--- src/rtl/muldiv_sequencer.sv ---
// rtl/muldiv_sequencer.sv - iterative MULTU/DIVU sequencer with HI/LO registers and pipeline stall
module muldiv_sequencer #(
    parameter int WIDTH = 16
) (
    input  logic             clk,
    input  logic             rst,
    input  logic             start,
    input  logic [1:0]       op,
    input  logic [WIDTH-1:0] a,
    input  logic [WIDTH-1:0] b,
    input  logic             rdReq,
    output logic             busy,
    output logic             done,
    output logic             divByZero,
    output logic             stall,
    output logic [WIDTH-1:0] hi,
    output logic [WIDTH-1:0] lo
);

    localparam int CW = ($clog2(WIDTH) > 5) ? $clog2(WIDTH) : 5;
    localparam logic [CW-1:0] LAST = CW'(WIDTH - 1);

    localparam logic [1:0] OP_MULTU = 2'b00;
    localparam logic [1:0] OP_DIVU  = 2'b01;
    localparam logic [1:0] OP_MTHI  = 2'b10;
    localparam logic [1:0] OP_MTLO  = 2'b11;

    typedef enum logic [1:0] {S_IDLE, S_MUL, S_DIV, S_DONE} state_t;

    state_t             state_q, state_d;
    logic [CW-1:0]      cnt_q, cnt_d;
    logic [2*WIDTH-1:0] acc_q, acc_d;
    logic [WIDTH-1:0]   opnd_q, opnd_d;
    logic [WIDTH-1:0]   hi_q, hi_d;
    logic [WIDTH-1:0]   lo_q, lo_d;
    logic               dbz_q, dbz_d;

    logic [WIDTH:0]     mul_sum;
    logic [2*WIDTH-1:0] mul_step;
    logic [WIDTH:0]     rem_ext;
    logic [WIDTH:0]     trial;
    logic [2*WIDTH-1:0] div_step;
    logic               accept;

    always_ff @(posedge clk) begin
        if (rst) begin
            state_q <= S_IDLE;
            cnt_q   <= '0;
            acc_q   <= '0;
            opnd_q  <= '0;
            hi_q    <= '0;
            lo_q    <= '0;
            dbz_q   <= 1'b0;
        end else begin
            state_q <= state_d;
            cnt_q   <= cnt_d;
            acc_q   <= acc_d;
            opnd_q  <= opnd_d;
            hi_q    <= hi_d;
            lo_q    <= lo_d;
            dbz_q   <= dbz_d;
        end
    end

    // acc_q holds {partial product, multiplier} during MUL and {remainder, quotient} during DIV.
    always_comb begin
        mul_sum  = {1'b0, acc_q[2*WIDTH-1:WIDTH]} + (acc_q[0] ? {1'b0, opnd_q} : '0);
        mul_step = {mul_sum, acc_q[WIDTH-1:1]};
        rem_ext  = acc_q[2*WIDTH-1:WIDTH-1];
        trial    = rem_ext - {1'b0, opnd_q};
        div_step = trial[WIDTH] ? {rem_ext[WIDTH-1:0], acc_q[WIDTH-2:0], 1'b0}
                                : {trial[WIDTH-1:0],   acc_q[WIDTH-2:0], 1'b1};
        accept   = start && (state_q == S_IDLE || state_q == S_DONE);
    end

    always_comb begin
        state_d = state_q;
        cnt_d   = cnt_q;
        acc_d   = acc_q;
        opnd_d  = opnd_q;
        hi_d    = hi_q;
        lo_d    = lo_q;
        dbz_d   = dbz_q;

        case (state_q)
            S_MUL: begin
                acc_d = mul_step;
                cnt_d = cnt_q + 1'b1;
                if (cnt_q == LAST) begin
                    hi_d    = mul_step[2*WIDTH-1:WIDTH];
                    lo_d    = mul_step[WIDTH-1:0];
                    dbz_d   = 1'b0;
                    cnt_d   = '0;
                    state_d = S_DONE;
                end
            end
            S_DIV: begin
                // A zero divisor spends one non-busy cycle here and completes with the fixed result.
                if (opnd_q == '0) begin
                    hi_d    = acc_q[WIDTH-1:0];
                    lo_d    = '1;
                    dbz_d   = 1'b1;
                    state_d = S_DONE;
                end else begin
                    acc_d = div_step;
                    cnt_d = cnt_q + 1'b1;
                    if (cnt_q == LAST) begin
                        hi_d    = div_step[2*WIDTH-1:WIDTH];
                        lo_d    = div_step[WIDTH-1:0];
                        dbz_d   = 1'b0;
                        cnt_d   = '0;
                        state_d = S_DONE;
                    end
                end
            end
            S_DONE:  state_d = S_IDLE;
            default: ;
        endcase

        if (accept) begin
            case (op)
                OP_MULTU: begin
                    acc_d   = {{WIDTH{1'b0}}, b};
                    opnd_d  = a;
                    cnt_d   = '0;
                    state_d = S_MUL;
                end
                OP_DIVU: begin
                    acc_d   = {{WIDTH{1'b0}}, a};
                    opnd_d  = b;
                    cnt_d   = '0;
                    state_d = S_DIV;
                end
                OP_MTHI: begin
                    hi_d    = a;
                    state_d = S_IDLE;
                end
                OP_MTLO: begin
                    lo_d    = a;
                    state_d = S_IDLE;
                end
                default: ;
            endcase
        end
    end

    always_comb begin
        busy      = (state_q == S_MUL) || (state_q == S_DIV && opnd_q != '0);
        done      = (state_q == S_DONE);
        divByZero = (state_q == S_DONE) && dbz_q;
        stall     = busy && (start || rdReq);
        hi        = hi_q;
        lo        = lo_q;
    end

endmodule

--- config.mk ---
export PLATFORM = sky130hd
export DESIGN_NAME = muldiv_sequencer
export DESIGN_NICKNAME = d
export VERILOG_FILES = /design/src/rtl/muldiv_sequencer.sv
export SDC_FILE = /design/constraint.sdc
export NUM_CORES = 1
export LEC_CHECK = 0
export ABC_CLOCK_PERIOD_IN_PS = 5000
export CAP_MARGIN = 25
export CORE_MARGIN = 5
export CORE_UTILIZATION = 62
export CTS_CLUSTER_SIZE = 30
export DETAILED_ROUTE_END_ITERATION = 8
export PLACE_DENSITY = 0.87
export REMOVE_ABC_BUFFERS = 1
export SLEW_MARGIN = 20
export SYNTH_ARGS = -nofsm -noshare
export SYNTH_HDL_FRONTEND = slang
export SYNTH_SLANG_ARGS = --single-unit
--- constraint.sdc ---
create_clock -name clk -period 5 [get_ports clk]
set_input_delay 1 -clock clk [delete_from_list [all_inputs] [get_ports clk]]
set_output_delay 1 -clock clk [all_outputs]
set_load 0.01 [all_outputs]
==> out/summary.txt, run 1 <==
RSZ-0062 raised after global routing = no
Fin crit period = 3.78 ns
Startpoint types = register
Post CTS Setup Buffer Count = 0
Predominant post-synthesis flop cell = dfxtp_1
Gpl congestion = 1.00
Cell Count, Final, Fillers Out = 1072
DP Cell Count = 1056
Slew Viols, Final = 0
Buffers on Ports = 73
Comb pwr share = 25.5%
Status = finished, final reports clean
Tcrit/Tclk final = 75.7%
H-tree levels = 3
Hold-fix buffers at CTS = 0
Critical path type = reg -> out
Cell count after synthesis = 884
Synth warn = 0
Root Buffer = clkbuf_8
NetSw = 0.567 mW
Synth Cell Area = 6750 sq um
Internal power = 1.18 mW
Post-cts gate resize count = 0
Final ANT Viol Nets = 0
Antenna violations before repair = 0
#FFs+latches synth = 88
TritonRoute pass-1 iters = 8
Leakage power = 2.92 nW
Worst Path Max Fanout = 6
FMAX = 264 MHz
Vias in the first global route = 7146
All-Layer GR Usage = 36.3%
Worst setup path end = stall
FF-to-FF path depth = 13
Die Y = 114 um
Pin count of the biggest net entering global routing = 67
Clock group share of total power = 30.0%
First-pass GRT wire length = 37.9 mm
Measured slew at the worst slew-check pin = 0.985 ns
Final net count = 1003
Syn_area_per_cell = 7.64 sq um
Slew margin rel. = 34.1%
Top Ports = 74
WP data required = 4.00 ns
Vias/cell = 7.02
Hold Path Class = reg -> reg
DRC = 0
Most common cell after layout, fill and taps aside = nand2_1
Clock Tree Buf Depth = 2
Fraction of registers with async set/reset = 0%
Reg power frac = 44.5%
Worst setup path startpoint = opnd_q[3]
Commonest cells after routing, fill and taps aside = 100 x nand2_1, 88 x dfxtp_1, 75 x nor2_1
Worst setup EP type = output port
Starting Density = 62.8%
Hold Vio Cnt, Final = 0
R2R Path End = acc_q[31]
Reg-to-Reg Start = acc_q[0]
Remaining Overflow, GRT = 0
Die Area = 13100 sq um
Sw frac = 32.5%
Setup Viol. Count Final = 0
Peak VDD IR = 0.000206 V
# rows = 38
Min Hold Slack = 0.476 ns
Clk Latency, worst-skew pair = 0.38 ns
Pwr/cell area = 225 nW/um^2
Max_cap viols = 0
Yosys cell types = 65
Chip width = 114 um
Fraction of layout cells with a size suffix above 1 = 5.90%
CTS tree = yes
Clk sinks = 88
Detailed Place HPWL = 16.7 mm
Routed length per instance = 21.9 um
EDFF count, synth = 0
Syn-to-layout area delta = 15.0%
Worst path arrival time = 2.78 ns
Final setup skew = 0.0116 ns
ANT cells = 0
Total CTS buffers = 9
Detailed-route via count = 7522
R2R setup slack = 1.43 ns
Final setup TNS = 0 ns
Starting DRT DRC Count = 1186
Routed wire length = 23.5 mm
Register area share after synthesis = 26.1%
Core area = 10700 sq um
CTS clk-pin slew, worst paths = 0.09 ns
-- kinds of logic after synthesis --
kind of cell    synth area share [%]
simple gates                    19.9
mux                             6.99
xor+xnor                        3.24
flops                           26.1
fa+ha+maj                       7.26
compound gates                  30.9
buf+inv                         5.58
-- cells in the mapped netlist (17+ instances only) --
master	count	area share [%]
a221oi_1	34	4.4
o21ai_0	65	4.8
a211oi_1	41	4.6
a21oi_1	54	4.0
nor2_1	77	4.3
nor3_1	26	1.9
o211ai_1	17	1.9
ha_1	36	6.7
mux2i_1	43	6.4
nand3_1	21	1.6
clkbuf_1	49	2.7
dfxtp_1	88	26
and2_1	20	1.9
a22o_1	17	2.2
inv_1	34	1.9
nand2_1	100	5.6
-- area by class of cell --
| cell class | instances | area (sq um) |
|---|---|---|
| multi-input cells | 702 | 4630 |
| fillers | 870 | 2980 |
| clock inverters | 3 | 40.0 |
| well taps | 140 | 175 |
| repair buffers | 91 | 868 |
| inverters | 35 | 131 |
| flip-flops and latches | 88 | 1760 |
| clock buffers | 13 | 159 |
-- power by group through the flow --
| stage | clock [mW] | sequential, mW | combinational, mW |
|---|---|---|---|
| 5_1_grt | 0.546 | 0.778 | 0.477 |
| 2_1_floorplan | 0 | 0.783 | 0.247 |
| 3_3_place_gp | 0 | 0.787 | 0.416 |
| 6_report | 0.524 | 0.775 | 0.445 |
| 4_1_cts | 0.517 | 0.772 | 0.430 |
| 3_5_place_dp | 0 | 0.788 | 0.426 |
-- registers in the layout (all words and copies together), names as in the netlist --
signal / count
cnt_q: 5
acc_q: 32
opnd_q: 16
dbz_q: 1
lo: 16
hi: 16
state_q: 2
-- worst min-delay path by stage --
| stage | from | end | slack, ns | depth (start not counted) |
|---|---|---|---|---|
| floorplan | cnt_q[4] | cnt_q[4] | 0.42 | 2 |
| global placement | cnt_q[4] | cnt_q[4] | 0.44 | 2 |
| detailed placement | cnt_q[4] | cnt_q[4] | 0.46 | 2 |
| CTS | cnt_q[4] | cnt_q[4] | 0.48 | 2 |
| global route | cnt_q[4] | cnt_q[4] | 0.51 | 2 |
| finish | cnt_q[4] | cnt_q[4] | 0.48 | 2 |
-- routing by layer --
layer  GRT usage, %  share of wire (%)  vias to the layer above
li1               -                  -                     3380
met1           49.0                 39                     3450
met2           56.0                 44                      594
met3           8.30                 14                       98
met4           14.4                3.8                        0
met5              0                  0                        -
-- through the flow --
stage / total power, mW / cell area [sq um] / worst slack [ns] / utilization [%]
after floorplan: 1.03 / 6510 / 0.339 / -
after global placement: 1.20 / 7550 / 1.36 / 70.2
after detailed placement: 1.21 / 7560 / 1.51 / 70.4
after CTS: 1.72 / 7760 / 1.28 / 72.2
after global routing: 1.80 / 7760 / 1.03 / 72.3
final: 1.74 / 7760 / 1.22 / 72.3
-- worst max-delay path, cell delays in order (launching register included) --
cell and delay [ns]:
dfxtp_1 0.34, nor4_1 0.54, and4_1 0.48, nor2_1 0.12
nor2_1 0.34, nor2_1 0.09, clkdlybuf4s50_1 0.49
(Power assumes the default switching activity.)
==> run 2: changes to the inputs <==
--- a/config.mk
+++ b/config.mk
@@ -5,13 +5,13 @@
 export SDC_FILE = /design/constraint.sdc
 export NUM_CORES = 1
 export LEC_CHECK = 0
-export ABC_CLOCK_PERIOD_IN_PS = 5000
+export ABC_CLOCK_PERIOD_IN_PS = 4000
 export CAP_MARGIN = 25
 export CORE_MARGIN = 5
-export CORE_UTILIZATION = 62
+export CORE_UTILIZATION = 58
 export CTS_CLUSTER_SIZE = 30
 export DETAILED_ROUTE_END_ITERATION = 8
-export PLACE_DENSITY = 0.87
+export PLACE_DENSITY = 0.82
 export REMOVE_ABC_BUFFERS = 1
 export SLEW_MARGIN = 20
 export SYNTH_ARGS = -nofsm -noshare
==> constraint.sdc (replaced) <==
create_clock -name clk -period 4 [get_ports clk]
set_input_delay 0.8 -clock clk [delete_from_list [all_inputs] [get_ports clk]]
set_output_delay 0.8 -clock clk [all_outputs]
set_load 0.01 [all_outputs]
==> run 2 against run 1 <==
  * Final area rose by 1.3%
  * Sequential share of layout area shrank 0.28 points
  * First-iteration DRC count increased by 0.59%
  * Hold slack worse by 0.012 ns
  * Register-to-register slack got worse by 0.82 ns
  * Sequential cell count unchanged
==> out/summary.txt, run 2 (synthesis results as in run 1) <==
First-pass GRT wire length = 38.5 mm
Biggest register = acc_q
Fillers = 949
CP most frequent cell = nor2_1
Vias in the first global route = 7111
Max reg flops = 32
Peak VDD IR = 0.000238 V
All-Layer GR Usage = 33.2%
Gpl congestion = 0.993
Fin crit period = 3.59 ns
R2R setup slack = 0.61 ns
Core area = 11400 sq um
Routed wire length = 23.9 mm
DRC = 0
WP data required = 3.20 ns
Measured slew at the worst slew-check pin = 0.903 ns
Final ANT Viol Nets = 0
Hold-fix buffers at CTS = 0
Min Hold Slack = 0.464 ns
TritonRoute pass-1 iters = 6
CTS tree = yes
Setup Viol. Count Final = 0
Cell Chain, Critical Path = nor4_1, and4_1, nor2_1, nor2_1, nor2_1, clkdlybuf4s50_1
Starting Density = 59.1%
Die Y = 118 um
Top Ports = 74
Die Area = 13900 sq um
Antenna violations before repair = 0
Worst Path Max Fanout = 6
# rows = 39
Final worst slack = 0.410 ns
Routed length per instance = 22.2 um
Fraction of layout cells with a size suffix above 1 = 5.90%
Post-route cell area = 7860 sq um
Status = finished, final reports clean
Worst path arrival time = 2.79 ns
Chip width = 118 um
Crit-path max cell delay = 0.53 ns
CTS clk-pin slew, worst paths = 0.06 ns
Clk Latency, worst-skew pair = 0.34 ns
Commonest cells after routing, fill and taps aside = 100 x nand2_1, 88 x dfxtp_1, 75 x nor2_1
Root Buffer = clkbuf_16
Critical path type = reg -> out
Post-cts gate resize count = 0
Hold_sp = cnt_q[4]
Pin count of the biggest net entering global routing = 54
Hold Path Class = reg -> reg
Final net count = 1005
Starting DRT DRC Count = 1193
RSZ-0062 raised after global routing = no
FF-to-FF path depth = 12
Worst path slowest cell = nor4_1
Tcrit/Tclk final = 89.7%
Remaining Overflow, GRT = 0
Vias/cell = 7.01
Detailed Place HPWL = 17.1 mm
Pre-CTS setup slack = 0.757 ns
Hold Vio Cnt, Final = 0
Clk sinks = 88
Total CTS buffers = 9
Pwr/cell area = 295 nW/um^2
Fin util = 68.8%
Worst Hold End = cnt_q[4]
FMAX = 279 MHz
Most common cell after layout, fill and taps aside = nand2_1
Clock Tree Buf Depth = 2
H-tree levels = 3
Cell Count, Final, Fillers Out = 1075
ANT cells = 0
DP Cell Count = 1061
Slew Viols, Final = 0
Reg-to-Reg Start = acc_q[15]
Final setup skew = 0.00454 ns
Slew margin rel. = 38.2%
Buffers on Ports = 73
Worst setup EP type = output port
Hold depth = 2
R2R Path End = hi[5]
Syn-to-layout area delta = 16.4%
Post-DP Area = 7590 sq um
Startpoint types = register
Leakage power = 2.97 nW
Max_cap viols = 0
Detailed-route via count = 7535
Post CTS Setup Buffer Count = 0
==> run 2: area by class of cell <==
class | count | area, sq um | area share [%]
clock buffers | 14 | 274 | 3.49
multi-input cells | 702 | 4630 | 58.9
inverters | 35 | 131 | 1.67
well taps | 143 | 179 | 2.28
flip-flops and latches | 88 | 1760 | 22.4
repair buffers | 93 | 888 | 11.3
==> run 2: routing by layer <==
layer | part of all wire, % | wire (um) | GRT usage [%]
met2 | 45 | 10600 | 51.4
met4 | 3.0 | 717 | 11.6
met1 | 41 | 9730 | 45.7
met5 | 0 | 0 | 0
met3 | 12 | 2800 | 6.97
==> run 2: worst max path at each step <==
| stage | start | to | slack [ns] |
|---|---|---|---|
| finish | opnd_q[1] | stall | 0.41 |
| global route | acc_q[17] | acc_q[29] | 0.28 |
| CTS | opnd_q[1] | stall | 0.48 |
| detailed placement | opnd_q[0] | acc_q[31] | 0.76 |
| global placement | acc_q[15] | acc_q[27] | 0.81 |
| floorplan | state_q[0] | acc_q[28] | -0.66 |
==> run 2: critical path: cells and delay by family (launching register included) <==
| family | cells | cell delay, ns |
|---|---|---|
| DFF | 1 | 0.38 |
| buffers and inverters | 1 | 0.49 |
| and+or+nand+nor | 5 | 1.58 |
==> run 2: through the flow <==
| stage | power, mW | TNS (ns) |
|---|---|---|
| detailed placement | 1.52 | 0 |
| global placement | 1.50 | 0 |
| global route | 2.41 | 0 |
| floorplan | 1.29 | -12.54 |
| finish | 2.32 | 0 |
| CTS | 2.29 | 0 |
==> run 2: report_power, final <==
group          internal, mW  switching [mW]
combinational         0.230           0.323
clock                 0.466           0.328
sequential            0.919          0.0535
